<file path="src/rtl/nec_bus_ctrl.sv">
// NEC V30/V33 external-bus controller: programmable NEC_CLK, stretched NEC_RESET,
// bus-cycle decode to a req/ack transaction and READY wait-state generation.
// Optional bus trace outputs are enabled by defining NEC_BUS_TRACE_EN.
module nec_bus_ctrl #(
    parameter int DIV_W        = 4,
    parameter int WAIT_W       = 4,
    parameter int RESET_CYCLES = 16
) (
    input  logic              clk_sys,
    input  logic              reset,
    input  logic [DIV_W-1:0]  div_sel,
    input  logic [WAIT_W-1:0] wait_states,
    output logic              nec_clk,
    output logic              nec_reset,
    output logic              nec_ready,
    input  logic [19:0]       nec_ad_in,
    output logic [15:0]       nec_ad_out,
    output logic              nec_ad_oe,
    input  logic              nec_astb,
    input  logic              nec_rdn,
    input  logic              nec_wrn,
    input  logic              nec_ion,
    input  logic              nec_uben,
    output logic              mem_req,
    output logic              mem_we,
    output logic              mem_io,
    output logic [19:0]       mem_addr,
    output logic [1:0]        mem_be,
    output logic [15:0]       mem_wdata,
    input  logic              mem_ack,
    input  logic [15:0]       mem_rdata
`ifdef NEC_BUS_TRACE_EN
    ,
    output logic              trace_valid,
    output logic              trace_we,
    output logic              trace_io,
    output logic [19:0]       trace_addr,
    output logic [15:0]       trace_data,
    output logic [15:0]       trace_cyc
`endif
);

    localparam int RST_W = $clog2(RESET_CYCLES + 1);
    localparam logic [24:0] SYNC_IDLE = {20'h0, 5'b11111};

    typedef enum logic [1:0] {
        ST_IDLE,
        ST_REQ,
        ST_WAIT,
        ST_DONE
    } state_t;

    state_t            state;
    logic [DIV_W-1:0]  div_cnt;
    logic [DIV_W-1:0]  div_cur;
    logic              div_loaded;
    logic [DIV_W-1:0]  div_eff;
    logic              half_tick;
    logic              rise_tick;
    logic [RST_W-1:0]  rst_cnt;
    logic [24:0]       sync1;
    logic [24:0]       sync2;
    logic              astb_q;
    logic              rdn_q;
    logic              wrn_q;
    logic [19:0]       ad_s;
    logic              astb_s;
    logic              rdn_s;
    logic              wrn_s;
    logic              ion_s;
    logic              uben_s;
    logic              astb_fall;
    logic              rdn_fall;
    logic              wrn_fall;
    logic              rdn_rise;
    logic              wrn_rise;
    logic              strobe_rise;
    logic              aborted;
    logic [WAIT_W-1:0] wait_tgt;
    logic [WAIT_W-1:0] wait_cnt;

    // Until the first rising toggle there is no sampled divider, so use div_sel live.
    assign div_eff   = div_loaded ? div_cur : div_sel;
    assign half_tick = (div_cnt == div_eff);
    assign rise_tick = half_tick & ~nec_clk;

    always_ff @(posedge clk_sys or posedge reset) begin
        if (reset) begin
            div_cnt    <= '0;
            div_cur    <= '0;
            div_loaded <= 1'b0;
            nec_clk    <= 1'b0;
        end else if (half_tick) begin
            div_cnt <= '0;
            nec_clk <= ~nec_clk;
            if (!nec_clk) begin
                div_cur    <= div_sel;
                div_loaded <= 1'b1;
            end
        end else begin
            div_cnt <= div_cnt + 1'b1;
        end
    end

    always_ff @(posedge clk_sys or posedge reset) begin
        if (reset) begin
            rst_cnt   <= '0;
            nec_reset <= 1'b1;
        end else if (nec_reset && rise_tick) begin
            rst_cnt <= rst_cnt + 1'b1;
            if (rst_cnt == RST_W'(RESET_CYCLES - 1)) begin
                nec_reset <= 1'b0;
            end
        end
    end

    // Strobes idle high so that reset never produces a spurious falling edge.
    always_ff @(posedge clk_sys or posedge reset) begin
        if (reset) begin
            sync1  <= SYNC_IDLE;
            sync2  <= SYNC_IDLE;
            astb_q <= 1'b1;
            rdn_q  <= 1'b1;
            wrn_q  <= 1'b1;
        end else begin
            sync1  <= {nec_ad_in, nec_astb, nec_rdn, nec_wrn, nec_ion, nec_uben};
            sync2  <= sync1;
            astb_q <= astb_s;
            rdn_q  <= rdn_s;
            wrn_q  <= wrn_s;
        end
    end

    assign ad_s        = sync2[24:5];
    assign astb_s      = sync2[4];
    assign rdn_s       = sync2[3];
    assign wrn_s       = sync2[2];
    assign ion_s       = sync2[1];
    assign uben_s      = sync2[0];
    assign astb_fall   = astb_q & ~astb_s;
    assign rdn_fall    = rdn_q & ~rdn_s;
    assign wrn_fall    = wrn_q & ~wrn_s;
    assign rdn_rise    = ~rdn_q & rdn_s;
    assign wrn_rise    = ~wrn_q & wrn_s;
    assign strobe_rise = mem_we ? wrn_rise : rdn_rise;

    always_ff @(posedge clk_sys or posedge reset) begin
        if (reset) begin
            state      <= ST_IDLE;
            nec_ready  <= 1'b1;
            nec_ad_out <= '0;
            nec_ad_oe  <= 1'b0;
            mem_req    <= 1'b0;
            mem_we     <= 1'b0;
            mem_io     <= 1'b0;
            mem_addr   <= '0;
            mem_be     <= '0;
            mem_wdata  <= '0;
            aborted    <= 1'b0;
            wait_tgt   <= '0;
            wait_cnt   <= '0;
        end else begin
            case (state)
                ST_IDLE: begin
                    if (astb_fall) begin
                        mem_addr <= ad_s;
                        mem_io   <= ~ion_s;
                        mem_be   <= {~uben_s, ~ad_s[0]};
                    end
                    // A low RDn wins, so both strobes low is a read.
                    if (rdn_fall || wrn_fall) begin
                        state     <= ST_REQ;
                        mem_req   <= 1'b1;
                        nec_ready <= 1'b0;
                        aborted   <= 1'b0;
                        mem_we    <= rdn_s;
                        if (rdn_s) begin
                            mem_wdata <= ad_s[15:0];
                        end
                    end
                end
                ST_REQ: begin
                    if (strobe_rise) begin
                        aborted   <= 1'b1;
                        nec_ready <= 1'b1;
                    end
                    if (mem_ack) begin
                        mem_req  <= 1'b0;
                        wait_tgt <= wait_states;
                        wait_cnt <= '0;
                        if (aborted || strobe_rise) begin
                            state     <= ST_IDLE;
                            nec_ready <= 1'b1;
                        end else begin
                            if (!mem_we) begin
                                nec_ad_out <= mem_rdata;
                            end
                            if (wait_states != '0) begin
                                state <= ST_WAIT;
                            end else begin
                                state     <= ST_DONE;
                                nec_ready <= 1'b1;
                                nec_ad_oe <= ~mem_we;
                            end
                        end
                    end
                end
                ST_WAIT: begin
                    if (strobe_rise) begin
                        state     <= ST_IDLE;
                        nec_ready <= 1'b1;
                    end else if (rise_tick) begin
                        if (wait_cnt == wait_tgt - 1'b1) begin
                            state     <= ST_DONE;
                            nec_ready <= 1'b1;
                            nec_ad_oe <= ~mem_we;
                        end else begin
                            wait_cnt <= wait_cnt + 1'b1;
                        end
                    end
                end
                ST_DONE: begin
                    if (strobe_rise) begin
                        state     <= ST_IDLE;
                        nec_ad_oe <= 1'b0;
                    end
                end
                default: state <= ST_IDLE;
            endcase
        end
    end

`ifdef NEC_BUS_TRACE_EN
    logic was_done;

    // The pulse trails DONE entry by one cycle so the read data is already in nec_ad_out.
    always_ff @(posedge clk_sys or posedge reset) begin
        if (reset) begin
            was_done    <= 1'b0;
            trace_valid <= 1'b0;
            trace_we    <= 1'b0;
            trace_io    <= 1'b0;
            trace_addr  <= '0;
            trace_data  <= '0;
            trace_cyc   <= '0;
        end else begin
            was_done    <= (state == ST_DONE);
            trace_valid <= (state == ST_DONE) && !was_done;
            trace_we    <= mem_we;
            trace_io    <= mem_io;
            trace_addr  <= mem_addr;
            trace_data  <= mem_we ? mem_wdata : nec_ad_out;
            if (rise_tick) begin
                trace_cyc <= trace_cyc + 1'b1;
            end
        end
    end
`endif

endmodule

</file>
<file path="config.mk">
export PLATFORM = sky130hd
export DESIGN_NAME = nec_bus_ctrl
export DESIGN_NICKNAME = d
export VERILOG_FILES = /design/src/rtl/nec_bus_ctrl.sv
export SDC_FILE = /design/constraint.sdc
export NUM_CORES = 1
export LEC_CHECK = 0
export CORE_AREA = 2 2 105 132
export DETAILED_ROUTE_END_ITERATION = 8
export DIE_AREA = 0 0 107 134
export GPL_TIMING_DRIVEN = 1
export HOLD_SLACK_MARGIN = 0.02
export SETUP_SLACK_MARGIN = 0.3
export SYNTH_ARGS = -nofsm -noshare
export SYNTH_HDL_FRONTEND = slang
export SYNTH_SLANG_ARGS = --single-unit
</file>
<file path="constraint.sdc">
create_clock -name clk_sys -period 5.8 [get_ports clk_sys]
set_input_delay 0.87 -clock clk_sys [delete_from_list [all_inputs] [get_ports clk_sys]]
set_output_delay 0.87 -clock clk_sys [all_outputs]
set_load 0.05 [all_outputs]
</file>
==> results of run 1 <==
## area by class of cell
class	count	area share, %
flip-flops and latches	139	49.4
clock inverters	13	2.67
clock buffers	19	6.25
well taps	171	3.02
repair buffers	114	16.0
multi-input cells	176	21.9
inverters	13	0.760
## worst max path at each step
| stage | startpoint | endpoint | cells past startpoint |
|---|---|---|---|
| floorplan | reset | aborted | 1 |
| global placement | div_sel[2] | div_cur[2] | 6 |
| detailed placement | div_sel[2] | div_cur[2] | 6 |
| CTS | div_sel[2] | div_cur[3] | 6 |
| global route | div_sel[2] | div_cur[0] | 6 |
| finish | div_sel[2] | div_cur[3] | 6 |
## registers in the layout (all words and copies together), names as in the netlist, 2 cells and up
signal      count
rst_cnt         5
wait_cnt        4
div_cur         4
div_cnt         4
wait_tgt        4
state           2
sync1          25
mem_addr       20
mem_be          2
nec_ad_out     16
sync2          25
mem_wdata      16
## stage by stage
step           utilization, %  total power, mW
4_1_cts                  54.0             4.56
3_3_place_gp             49.2             3.36
3_5_place_dp             49.2             3.39
5_1_grt                  54.0             4.73
6_report                 54.0             4.50
2_1_floorplan               -             2.77
## synth_stat cells, types with 2 or more instances
master / number / area [µm²]
dfrtp_1: 124 / 3100
mux2_2: 62 / 698
dfstp_2: 15 / 394
nand2_1: 14 / 52.6
inv_1: 13 / 48.8
ha_1: 10 / 125
o21ai_0: 10 / 50.1
xnor2_1: 10 / 87.6
nor2_1: 9 / 33.8
nand3_1: 8 / 40.0
a21oi_1: 5 / 25.0
clkbuf_1: 5 / 18.8
and3_1: 4 / 25.0
mux2i_1: 4 / 40.0
nor3_1: 4 / 20.0
xor2_1: 4 / 35.0
a211oi_2: 2 / 25.0
buf_6: 2 / 22.5
nand2b_1: 2 / 12.5
nor2b_1: 2 / 12.5
o32ai_1: 2 / 17.5
## critical path: cells and delay by family
kind | cells | cell delay (ns)
AND/OR/NAND/NOR | 2 | 1.03
buffers and inverters | 1 | 0.43
XOR/XNOR | 1 | 0.13
multiplexers | 2 | 0.59
## cell usage in the layout, fill, tap and decap left out, drive strengths merged, types with 2 or more instances in the layout
master,n
mux2,64
nand3,8
nand2b,2
clkinv,4
dfstp,15
clkinvlp,2
mux2i,4
o32ai,2
a211oi,3
bufinv,4
a21oi,5
dfrtp,124
clkbuf,19
xor2,4
and3,4
xnor2,10
o21ai,11
nor4,3
nor2,9
buf,2
nand2,14
nor2b,2
inv,16
clkdlybuf4s50,112
nor3,4
ha,10
## layer usage
metal	up-vias	track usage [%]	part of all wire, %
li1	1417	-	-
met1	1537	17.7	42
met2	73	24.8	52
met3	7	5.15	4.8
met4	0	7.14	0.96
met5	-	0	0
## kinds of logic after synthesis
| kind of cell | synth area share (%) |
|---|---|
| AO/OA/AOI/OAI | 4.44 |
| XOR/XNOR | 2.83 |
| adder cells (fa/ha/maj) | 2.44 |
| buffers and inverters | 1.85 |
| flip-flops | 68.1 |
| multiplexers | 14.9 |
| AND/OR/NAND/NOR | 5.44 |
## report_power, final
| group | leakage [nW] | internal [mW] | switching [mW] | total, mW |
|---|---|---|---|---|
| logic | 1.11 | 0.740 | 1.17 | 1.91 |
| registers | 1.64 | 1.27 | 0.184 | 1.45 |
| clock network | 0.304 | 0.734 | 0.406 | 1.14 |
| total | 3.06 | 2.74 | 1.76 | 4.50 |
==> results_dict.tcl, run 1 <==
set metrics [dict create \
    status "complete, no violations" \
    syn_to_final_growth_pct 38.0 \
    ys_ff_latch 139 \
    rsz0062_at_grt "no" \
    crit_chain "clkdlybuf4s50_1 > mux2i_1 > xnor2_1 > nor4_4 > and2_1 > mux2_2" \
    port-buffer-count 112 \
    cts_hold_buf 0 \
    dr.pass1.iters 4 \
    fmaxAchievable_mhz 362 \
    grt_overflow 0 \
    clk_latency_ns 0.41 \
    worstSetupEndpointType "flip-flop" \
    setup_violations 0 \
    ioPinCount 113 \
    final_area_um2 7080 \
    numClockSinks 139 \
    synthFlopType "dfrtp_1" \
    fillCellCount 1084 \
    vias 3034 \
    rows 47 \
    die_y_um 134 \
    start_util_pct 39.1 \
    dp_slack_ns 2.58 \
    yosysUniqueCellTypes 46 \
    finalHoldWorstSlack_ns 0.343 \
    reg2reg_depth 5 \
    grt_pass1_vias 3297 \
    drv_slew 0 \
    worstPathRequired_ns 6.09 \
    core_area_um2 13100 \
    critPathKind "in -> reg" \
    syn_nets 398 \
    wl_mm 9.86 \
    cts_buffer_depth 2 \
    cts_root_buf "clkbuf_16" \
    drtIter0Drc 99 \
    antennaDiodeCount 0 \
    hold_path_end "sync2[21]" \
    vias_per_cell 4.70 \
    antenna_found_initial 0 \
    power_leakage_nw 3.06 \
    min_path_cells 0 \
    yosysWarnings 0 \
    worst_pin_slew_ns 1.01 \
    htreeDepth 4 \
    ant_nets 0 \
    dp_hpwl_mm 6.66 \
    multi_input_area_um2 1550 \
    cts_resized 0 \
    reg2reg_to "nec_ad_out[15]" \
    setup_tns_ns 0 \
    final_nets 523 \
    cts_setup_buffers 0 \
    peakVddDrop_mv 0.293 \
    finClkSkew_ns 0.00915 \
    ff_latch_area_um2 3500 \
    arrival_ns 3.06 \
    drc_errors 0 \
    max_cap_violations 0 \
    fin_ws_ns 3.04 \
    hold_viol 0 \
    grt.total_usage_pct 15.1 \
    start_kind "primary input" \
    holdCritPathClass "reg -> reg" \
    slowest_stage "nor4_4" \
    synthArstFlopShare_pct 100 \
    placed_cells 613 \
    routedWlPerCell_um 15.3 \
    clk_pin_slew_ns 0.06 \
    syn_avg_cell_area_um2 15.3 \
    placed_area_um2 6450 \
    p_per_area_nw_per_um2 636 \
    synthCells 336 \
    synth-seq-area-share_pct 68.1 \
    netlist_area_um2 5130 \
    grt_pass1_wl_mm 16.5 \
    die-area_um2 14300 \
    fin_crit_ns 2.76 \
    cts_tree "done" \
    place_congestion 0.772 \
    fp.dieW_um 107 \
    r2r_slack_ns 3.33 \
    fin_cells 645 \
    layout-drive-gt1-share_pct 25.3 \
    synth_edf_count 0 \
    max-slew-margin-rel_pct 31.9 \
    path_max_fanout 11 \
    numCtsBuffers 17 \
    max_stage_delay_ns 0.55 \
    worstHoldStart "sync1[21]" \
    r2r_start "state[1]" \
    grt_max_degree 91 \
    period_share_pct 47.7 \
]
No activity file was read; power rests on OpenSTA's default activity.
==> inputs of run 2 (changes only) <==
- clock period: 5.8 -> 2.8 ns (I/O delays scaled with it)
==> results_dict.tcl, run 2 (synthesized netlist as in run 1, its figures left out) <==
set metrics [dict create \
    worstSetupEndpointType "output port" \
    critPathKind "reg -> out" \
    power_leakage_nw 3.08 \
    die-area_um2 14300 \
    placed_cells 622 \
    start_kind "flip-flop" \
    cts_hold_buf 0 \
    clk_latency_ns 0.41 \
    peakVddDrop_mv 0.542 \
    antennaDiodeCount 0 \
    max_cap_violations 0 \
    rsz0062_at_grt "no" \
    ioPinCount 113 \
    fin_crit_ns 2.23 \
    final_nets 532 \
    setup_tns_ns 0 \
    r2r_slack_ns 0.61 \
    crit_chain "clkdlybuf4s50_1" \
    dr.pass1.iters 5 \
    holdCritPathClass "in -> async" \
    setup_violations 0 \
    most-common-layout-cells "124 x dfrtp_1, 112 x clkdlybuf4s50_1, 62 x mux2_2" \
    drc_errors 0 \
    grt_busiest_layer "met2" \
    fmaxAchievable_mhz 449 \
    wl_mm 10.2 \
    ant_nets 0 \
    drtIter0Drc 110 \
    place_congestion 0.762 \
    max-slew-margin-rel_pct 63.7 \
    numClockSinks 139 \
    syn_to_final_growth_pct 38.5 \
    status "complete, no violations" \
    cts_tree "done" \
    layout-drive-gt1-share_pct 25.9 \
    numCtsBuffers 17 \
    gr-usage-met3_pct 5.30 \
    finClkSkew_ns 0.00857 \
    clk_pin_slew_ns 0.05 \
    antenna_found_initial 0 \
    ff_latch_area_um2 3500 \
    start_util_pct 39.1 \
    cts_root_buf "clkbuf_16" \
    drv_slew 0 \
    slowest_stage "clkdlybuf4s50_1" \
    power_mw 9.20 \
    met2_usage_pct 25.8 \
    grt_overflow 0 \
    period_share_pct 79.6 \
    worst_pin_slew_ns 0.542 \
    dp_slack_ns 0.323 \
    reg_top3 "sync1 x25, sync2 x25, mem_addr x20" \
    p_per_area_nw_per_um2 1290 \
    layout_commonest_cell "dfrtp_1" \
    fp.dieW_um 107 \
    core_area_um2 13100 \
    path_max_fanout 7 \
    routedWlPerCell_um 15.6 \
    htreeDepth 4 \
    arrival_ns 1.81 \
    use_met1_pct 17.8 \
    hold_viol 0 \
    grt_max_degree 59 \
    die_y_um 134 \
    grt_pass1_wl_mm 16.7 \
    grt.total_usage_pct 15.4 \
    grt_pass1_vias 3339 \
    cts_resized 0 \
    fillCellCount 1092 \
    dp_hpwl_mm 7.19 \
    port-buffer-count 112 \
    vias 3099 \
    finalHoldWorstSlack_ns 0.326 \
    cts_setup_buffers 0 \
    max_stage_delay_ns 0.88 \
    crit_family "buffers and inverters" \
    vias_per_cell 4.75 \
    rows 47 \
    multi_input_area_um2 1550 \
    worstPathRequired_ns 2.38 \
    fin_cells 653 \
    cts_buffer_depth 2 \
    critPathBufInv 1 \
    fin_ws_ns 0.572 \
]
run 2: cell types whose count changed in the layout (fill, tap and decap cells not counted):
cell / delta
bufinv_16: -2
inv_6: -4
clkinv_4: -1
clkbuf_1: +3
clkbuf_8: +3
buf_12: +1
buf_4: +8
run 2: area by class of cell:
| cell class | instances | area share [%] |
|---|---|---|
| Clock inverter | 6 | 1.21 |
| Tap cell | 171 | 3.01 |
| Multi-Input combinational cell | 176 | 21.8 |
| Clock buffer | 25 | 6.97 |
| Sequential cell | 139 | 49.2 |
| Timing Repair Buffer | 123 | 17.1 |
| Inverter | 13 | 0.739 |
run 2: through the flow:
step,area [µm²],util (%)
6_report,7110,54.2
3_3_place_gp,6530,49.8
5_1_grt,7110,54.2
4_1_cts,7110,54.2
3_5_place_dp,6530,49.8
2_1_floorplan,5140,-
run 2: where the power goes:
part / internal (mW) / switching, mW / leakage, nW
Sequential: 2.62 / 0.382 / 1.64
Clock: 1.40 / 0.780 / 0.283
Combinational: 1.57 / 2.45 / 1.15
Total: 5.59 / 3.61 / 3.08
run 2: path summary, 6_finish.rpt:
| path | from | end | cells after the start |
|---|---|---|---|
| min in group clk_sys | sync1[22] | sync2[22] | 0 |
| max in group asynchronous | reset | nec_ready | 3 |
| worst min-delay path | reset | mem_addr[0] | 2 |
| worst max register to register | div_loaded | nec_ad_oe | 7 |
| worst max-delay path | mem_we | mem_we | 1 |
| worst min register to register | sync1[22] | sync2[22] | 0 |
run 2: metal layers:
metal  wire, µm  share of wire (%)
met4        191                1.9
met2       5320                 52
met5          0                  0
met3        496                4.9
met1       4180                 41
==> inputs of run 3 (changes only) <==
- PLACE_DENSITY: unset -> 0.67
- clock period: 2.8 -> 1.9 ns (I/O delays scaled with it)
==> results_dict.tcl, run 3 (synthesized netlist as in run 1, its figures left out) <==
set metrics [dict create \
    status "complete, but fails checks" \
    violations "setup timing" \
    start_util_pct 39.1 \
    antennaDiodeCount 0 \
    grt_pass1_vias 3640 \
    grt.total_usage_pct 16.4 \
    dp_slack_ns -0.376 \
    cts_buffer_depth 2 \
    worst_pin_slew_ns 0.508 \
    die-area_um2 14300 \
    slowest_stage "dfstp_2" \
    port-buffer-count 112 \
    peakVddDrop_mv 0.979 \
    die_y_um 134 \
    numCtsBuffers 17 \
    rsz0062_at_grt "yes" \
    grt_overflow 0 \
    reg_top3 "sync1 x25, sync2 x25, mem_addr x20" \
    max_stage_delay_ns 0.54 \
    hold_viol 0 \
    power_mw 14.3 \
    vias 3289 \
    wl_mm 11.1 \
    p_per_area_nw_per_um2 1820 \
    clk_pin_slew_ns 0.06 \
    core_area_um2 13100 \
    drv_slew 0 \
    arrival_ns 2.33 \
    rows 47 \
    fin_crit_ns 2.05 \
    fp.dieW_um 107 \
    cts_root_buf "clkbuf_16" \
    postLayoutCoreUtil_pct 59.9 \
    fmaxAchievable_mhz 489 \
    crit_chain "inv_2 > o32a_1 > a211oi_1 > inv_1 > a221oi_2 > mux2_4" \
    holdCritPathClass "in -> async" \
    final_nets 577 \
    cts_hold_buf 0 \
    period_share_pct 108 \
    clk_latency_ns 0.41 \
    cts_tree "done" \
    ant_nets 0 \
    setup_violations 12 \
    fillCellCount 993 \
    syn_to_final_growth_pct 52.9 \
    critPathKind "reg -> reg" \
    setup_tns_ns -0.674 \
    place_congestion 0.823 \
    drtIter0Drc 102 \
    htreeDepth 4 \
    ioPinCount 113 \
    most-common-layout-cells "120 x dfrtp_1, 60 x mux2_4, 51 x clkdlybuf4s50_1" \
    vias_per_cell 4.71 \
    max_cap_violations 0 \
    fin_ws_ns -0.145 \
    dp_hpwl_mm 7.11 \
    finClkSkew_ns 0.00697 \
    grt_max_degree 52 \
    numClockSinks 139 \
    power_leakage_nw 3.67 \
    max-slew-margin-rel_pct 66.3 \
    drc_errors 0 \
    antenna_found_initial 0 \
    ff_latch_area_um2 3500 \
    critPathBufInv 2 \
    dr.pass1.iters 4 \
    start_kind "flip-flop" \
    multi_input_area_um2 1940 \
    layout-drive-gt1-share_pct 44.2 \
    routedWlPerCell_um 15.8 \
    layout_commonest_cell "dfrtp_1" \
    path_max_fanout 2 \
    worstPathRequired_ns 2.19 \
    crit_family "compound AO/OA/AOI/OAI gates" \
    worstSetupEndpointType "flip-flop" \
    grt_pass1_wl_mm 18.2 \
]
run 3: per-stage QoR:
step / instances / instance area (µm²) / hold slack (ns)
after floorplan: 336 / 5390 / 0.289
after global placement: 643 / 6930 / 0.332
after detailed placement: 643 / 6930 / 0.335
after CTS: 687 / 7770 / 0.193
after global routing: 698 / 7850 / 0.209
final: 698 / 7850 / 0.202
run 3: where the power goes:
group | total, mW | switching [mW] | internal (mW)
Combinational | 6.78 | 3.91 | 2.87
Sequential | 4.47 | 0.599 | 3.87
Clock | 3.03 | 1.20 | 1.82
Total | 14.3 | 5.71 | 8.56
run 3: area by class of cell:
| type | count | share of cell area, % |
|---|---|---|
| Timing Repair Buffer | 168 | 20.4 |
| Clock inverter | 11 | 1.24 |
| Tap cell | 171 | 2.73 |
| Sequential cell | 139 | 44.6 |
| Clock buffer | 20 | 5.69 |
| Multi-Input combinational cell | 176 | 24.7 |
| Inverter | 13 | 0.669 |
run 3: metal layers:
| layer | global-route usage, % | vias up | share of wire (%) |
|---|---|---|---|
| li1 | - | 1530 | - |
| met1 | 19.5 | 1667 | 42 |
| met5 | 0 | - | 0 |
| met3 | 4.37 | 15 | 3.7 |
| met2 | 28.1 | 77 | 53 |
| met4 | 6.93 | 0 | 1.7 |
run 3: final timing paths:
| check | start | end | slack [ns] | cells after the start |
|---|---|---|---|---|
| worst min-delay path | reset | div_cur[3] | 0.20 | 2 |
| worst min register to register | sync1[19] | sync2[19] | 0.34 | 0 |
| min in group clk_sys | nec_ion | sync1[1] | 0.28 | 1 |
| worst max-delay path | sync2[3] | nec_ad_oe | -0.15 | 6 |
| worst max register to register | sync2[3] | nec_ad_oe | -0.15 | 6 |
| max in group asynchronous | reset | sync1[4] | 1.07 | 3 |
run 3: timing repair:
item | 4_1_cts | 5_1_grt
setup buffers | 11 | 10
resized for setup | 122 | 76
endpoints found under the setup margin | 130 | 126
pin swaps | 8 | 7
cloned | 2 | 1
